[config.mk]
export PLATFORM = sky130hd
export DESIGN_NAME = hazard_ctrl
export DESIGN_NICKNAME = d
export VERILOG_FILES = /design/src/rtl/hazard_ctrl_pkg.sv /design/src/rtl/hazard_ctrl_fwd_sel.sv /design/src/rtl/hazard_ctrl.sv
export SDC_FILE = /design/constraint.sdc
export NUM_CORES = 1
export LEC_CHECK = 0
export ABC_AREA = 1
export CORE_UTILIZATION = 36
export CTS_BUF_LIST = sky130_fd_sc_hd__clkbuf_4 sky130_fd_sc_hd__clkbuf_8
export CTS_CLUSTER_DIAMETER = 40
export CTS_CLUSTER_SIZE = 10
export DETAILED_ROUTE_END_ITERATION = 7
export PLACE_DENSITY = 0.83
export SLEW_MARGIN = 30
export SYNTH_ARGS = -nofsm -noshare
export SYNTH_HDL_FRONTEND = slang
export SYNTH_SLANG_ARGS = --single-unit
export TNS_END_PERCENT = 5
[constraint.sdc]
create_clock -name clk -period 1.11 [get_ports clk]
set_input_delay 0.222 -clock clk [delete_from_list [all_inputs] [get_ports clk]]
set_output_delay 0.222 -clock clk [all_outputs]
set_load 0.02 [all_outputs]
[src/rtl/hazard_ctrl_pkg.sv]
// Shared types and constants for the pipeline hazard / interrupt-entry controller.
package hazard_ctrl_pkg;

  localparam int unsigned REG_W = 2;
  localparam int unsigned CNT_W = 2;
  localparam int unsigned DRAIN_CYCLES = 3;

  localparam logic [1:0] FWD_RF  = 2'b00;
  localparam logic [1:0] FWD_WB  = 2'b01;
  localparam logic [1:0] FWD_MEM = 2'b10;

  localparam logic [1:0] PC_SEL_NONE = 2'b00;
  localparam logic [1:0] PC_SEL_INTR = 2'b10;

  typedef enum logic [1:0] {
    ST_IDLE   = 2'd0,
    ST_DRAIN  = 2'd1,
    ST_SAVE   = 2'd2,
    ST_VECTOR = 2'd3
  } intr_state_t;

endpackage

[src/rtl/hazard_ctrl_fwd_sel.sv]
// Operand forwarding select for one Execute-stage source register.
module fwd_sel
  import hazard_ctrl_pkg::*;
(
  input  logic [1:0] src_E,
  input  logic [1:0] rd_M,
  input  logic       wr_en_regf_M,
  input  logic [1:0] rd_W,
  input  logic       wr_en_regf_W,
  output logic [1:0] fwd
);

  // Memory stage holds the newer value, so it wins over Writeback.
  always_comb begin
    fwd = FWD_RF;
    if (wr_en_regf_M && (rd_M == src_E)) begin
      fwd = FWD_MEM;
    end else if (wr_en_regf_W && (rd_W == src_E)) begin
      fwd = FWD_WB;
    end
  end

endmodule

[src/rtl/hazard_ctrl.sv]
// Pipeline hazard unit: forwarding, load-use stall, branch flush and interrupt entry.
module hazard_ctrl
  import hazard_ctrl_pkg::*;
(
  input  logic       clk,
  input  logic       reset,
  input  logic [1:0] rs_D,
  input  logic [1:0] rt_D,
  input  logic [1:0] rs_E,
  input  logic [1:0] rt_E,
  input  logic [1:0] rd_E,
  input  logic       wr_en_regf_E,
  input  logic       rd_en_E,
  input  logic [1:0] rd_M,
  input  logic [1:0] rd_W,
  input  logic       wr_en_regf_M,
  input  logic       wr_en_regf_W,
  input  logic       branch_taken_E,
  input  logic       intr_req,
  output logic       stall_F,
  output logic       stall_D,
  output logic       flush_D,
  output logic       flush_E,
  output logic [1:0] fwd_a_E,
  output logic [1:0] fwd_b_E,
  output logic       save_pc,
  output logic [1:0] pc_sel_intr,
  output logic       intr_ack
);

  intr_state_t      state;
  logic [CNT_W-1:0] drain_cnt;
  logic             pending;
  logic             load_use;
  logic             intr_go;

  fwd_sel u_fwd_a (
    .src_E        (rs_E),
    .rd_M         (rd_M),
    .wr_en_regf_M (wr_en_regf_M),
    .rd_W         (rd_W),
    .wr_en_regf_W (wr_en_regf_W),
    .fwd          (fwd_a_E)
  );

  fwd_sel u_fwd_b (
    .src_E        (rt_E),
    .rd_M         (rd_M),
    .wr_en_regf_M (wr_en_regf_M),
    .rd_W         (rd_W),
    .wr_en_regf_W (wr_en_regf_W),
    .fwd          (fwd_b_E)
  );

  // Hazard terms OR'd with FSM terms; a taken branch always releases the stalls.
  always_comb begin
    load_use = rd_en_E && wr_en_regf_E && ((rd_E == rs_D) || (rd_E == rt_D));
    intr_go  = (intr_req || pending) && !branch_taken_E && !load_use;
    stall_F  = !branch_taken_E &&
               (load_use || (state == ST_DRAIN) || (state == ST_SAVE));
    stall_D  = !branch_taken_E && load_use;
    flush_D  = branch_taken_E || (state == ST_DRAIN) || (state == ST_VECTOR);
    flush_E  = branch_taken_E || load_use;
  end

  // Interrupt entry: drain the back end, push the PC, redirect to the vector.
  always_ff @(posedge clk or posedge reset) begin
    if (reset) begin
      state       <= ST_IDLE;
      drain_cnt   <= '0;
      pending     <= 1'b0;
      intr_ack    <= 1'b0;
      save_pc     <= 1'b0;
      pc_sel_intr <= PC_SEL_NONE;
    end else begin
      intr_ack    <= (state == ST_VECTOR);
      save_pc     <= 1'b0;
      pc_sel_intr <= PC_SEL_NONE;
      if ((state != ST_IDLE) && intr_req) begin
        pending <= 1'b1;
      end
      case (state)
        ST_IDLE: begin
          if (intr_go) begin
            state     <= ST_DRAIN;
            drain_cnt <= '0;
            pending   <= 1'b0;
          end
        end
        ST_DRAIN: begin
          if (drain_cnt == CNT_W'(DRAIN_CYCLES - 1)) begin
            state     <= ST_SAVE;
            drain_cnt <= '0;
            save_pc   <= 1'b1;
          end else begin
            drain_cnt <= drain_cnt + CNT_W'(1);
          end
        end
        ST_SAVE: begin
          state       <= ST_VECTOR;
          pc_sel_intr <= PC_SEL_INTR;
        end
        ST_VECTOR: begin
          state <= ST_IDLE;
        end
        default: begin
          state <= ST_IDLE;
        end
      endcase
    end
  end

endmodule

==> run_results.csv <==
group,metric,value,unit
clock_tree,cts_tree,"done",
sta,setup_slack,-359.1,ps
sta,finalSetupTns,-2505,ps
min_path,hp-class,"in2async",
routing,wirelength,2.044,mm
cells_and_area,fin_cells,165,
placed_design,placedCellCount,162,
setup_path,critPathRequiredTime,890,ps
sta,hold_viol,0,
synth,syn_area,643.1,µm²
cells_and_area,layout_common_cells,"nand2_1 (30), buf_4 (12), inv_2 (9), dlygate4sd2_1 (9), inv_1 (8)",
clock_tree,htreeDepth,1,
floorplanning,fp.dieW,44.27,µm
cells_and_area,mostFrequentLayoutCell,"nand2_1",
job,maxCapViolCount,0,
sta,whs,202.0,ps
power,p_leak,0.6176,nW
floorplanning,die_h,44.27,µm
placed_design,place_area,1171,µm²
routing,num_vias,772,
global_route,grt.total_usage,25.53,%
synth,ys_seq_elements,8,
cells_and_area,antenna_cells,0,
clock_tree,root_buffer,"clkbuf_4",
routing,drc_errors,4,
sta,clock_skew,5.804,ps
global_route,grt_max_degree,9,
sta,clock.fmax,0.6807,GHz
setup_path,critPathLaunchType,"flip-flop",
cells_and_area,seq_area,202.7,µm²
floorplanning,core_area,1594,µm²
power,power_density,1845,nW/µm²
cells_and_area,finish.utilization,76.37,%
routing,ant_nets,0,
cells_and_area,syn2layout_area_growth,89.30,%
setup_path,arrival,1250,ps
cells_and_area,fin_nets,170,
synth,synth_area_leaders,"dfrtp_1 (31%), nand2_1 (18%), ha_1 (9.7%), inv_1 (8.8%), nand3_1 (3.9%)",
cells_and_area,final_cell_area,1217,µm²
synth,syn_inst,96,
setup_path,cp_slowest_cell,"dfrtp_2",
routing,drt_pass1_iterations,6,
clock_tree,cts_setup_buffers,0,
placed_design,dp_hpwl,1.646,mm
floorplanning,initial_core_util,40.35,%
sta,slew_violations,0,
routing,drt_first_iter_violations,12,
power,p_total,2.246,mW
setup_path,worstSetupPathType,"reg2out",
cells_and_area,layout-drive-gt1-share,46.10,%
synth,yosys_warnings,0,
synth,ys_seq_area_share,31.13,%
clock_tree,clkSinkCount,8,
synth,synth_top_area_share,31.13,%
synth,synth_area_leader_cell,"dfrtp_1",
global_route,grt_pass1_vias,831,
floorplanning,die_area,1959,µm²
run_status,status,"complete, but fails checks",
routing,via_per_inst,4.679,
cells_and_area,multi_input_area,520.5,µm²
placed_design,place_ws,-1002,ps
cells_and_area,fillers,123,
sta,setup_viol,12,
global_route,antenna_found_initial,0,
global_route,grt_pass1_wl,3.484,mm
placed_design,gp_congestion,0.8644,
power,ir_drop,1.438,mV
setup_path,cp_cell_sequence,"inv_2 > ha_4 > nor2_4 > a21oi_4 > buf_6",
setup_path,crit_path_end_kind,"primary output",
floorplanning,rows,14,
sta,period_needed,1469,ps
synth,syn_nets,123,
sta,rsz0062_at_grt,"true",
global_route,gr-total-overflow,0,
setup_path,slowest_delay,450,ps
clock_tree,numCtsBuffers,3,
synth,synth_cell_types,21,
placed_design,numPortBuffers,32,
floorplanning,pin_count,34,
clock_tree,cts_max_path_buffers,2,
run_status,violations,"DRC, setup timing",
synth,syn_area_per_cell,6.699,µm²
setup_path,critPathMaxFanout,4,
clock_tree,clk-insertion-delay-late,270,ps
routing,post_drt_wl_per_cell,12.39,µm
sta,post-route-period-util,132.3,%
clock_tree,cts.reportedPaths.clkPinSlew,60,ps
[cell type report]
type                    count  share of cell area, %
well taps                  24                  2.467
clock buffers               3                  1.850
multi-input cells          70                  42.75
flip-flops and latches      8                  16.65
inverters                  17                  5.242
repair buffers             43                  31.04
[cell usage after synthesis]
cell type / count
nand2_4: 1
ha_1: 5
o211ai_1: 2
xor2_1: 1
o21ai_0: 2
o22ai_1: 2
xnor2_1: 1
dfrtp_1: 8
inv_2: 2
buf_4: 1
nor2_1: 6
nand2_2: 3
or2_2: 1
nor3_1: 4
a211oi_1: 2
a21oi_1: 2
conb_1: 1
inv_1: 15
nand3_1: 5
o21ai_1: 1
nand2_1: 31
[worst max-delay path: cells and delay by family (launching register included)]
kind / cells / cell delay (ps)
flip-flops: 1 / 450
buffers and inverters: 2 / 230
adder cells (fa/ha/maj): 1 / 160
AO/OA/AOI/OAI: 1 / 110
AND/OR/NAND/NOR: 1 / 40
[sequential cells by signal, summed over array words and instances (netlist names)]
name         count
drain_cnt        2
pending          1
state            2
save_pc          1
pc_sel_intr      1
intr_ack         1
[repair_timing]
action | CTS | global route
pin swaps | 9 | 7
hold buffers | 0 | 0
resized for setup | 88 | 15
setup endpoints to repair | 17 | 16
[routing by layer]
| metal | vias up | track usage [%] | share of wire, % |
|---|---|---|---|
| li1 | 386 | - | - |
| met1 | 350 | 23.60 | 37 |
| met2 | 28 | 46.47 | 52 |
| met3 | 8 | 8.163 | 7.4 |
| met4 | 0 | 18.18 | 3.4 |
| met5 | - | 0 | 0 |
[kinds of logic after synthesis]
kind of cell	Yosys count	share of synthesized area, %
and+or+nand+nor	51	34.24
buffers and inverters	18	11.09
AOI/OAI and AO/OA	11	10.50
DFF	8	31.13
adders and majority gates	5	9.728
xor gates and xnor gates	2	2.724
other	1	0.5831
[worst paths after layout]
check / from / slack (ps) / endpoint / cells after the start
setup / recovery: state[1] / -360 / stall_F / 5
hold / removal: reset / 200 / drain_cnt[0] / 2
min in group clk: pending / 540 / pending / 2
max in group asynchronous: reset / 640 / state[1] / 2
hold reg to reg: pending / 540 / pending / 2
setup reg to reg: state[1] / -140 / state[0] / 6
[power by group]
part | internal [mW] | switching [mW]
clock network | 0.124 | 0.110
logic | 0.689 | 0.742
registers | 0.433 | 0.148
No activity file was read; power rests on OpenSTA's default activity.
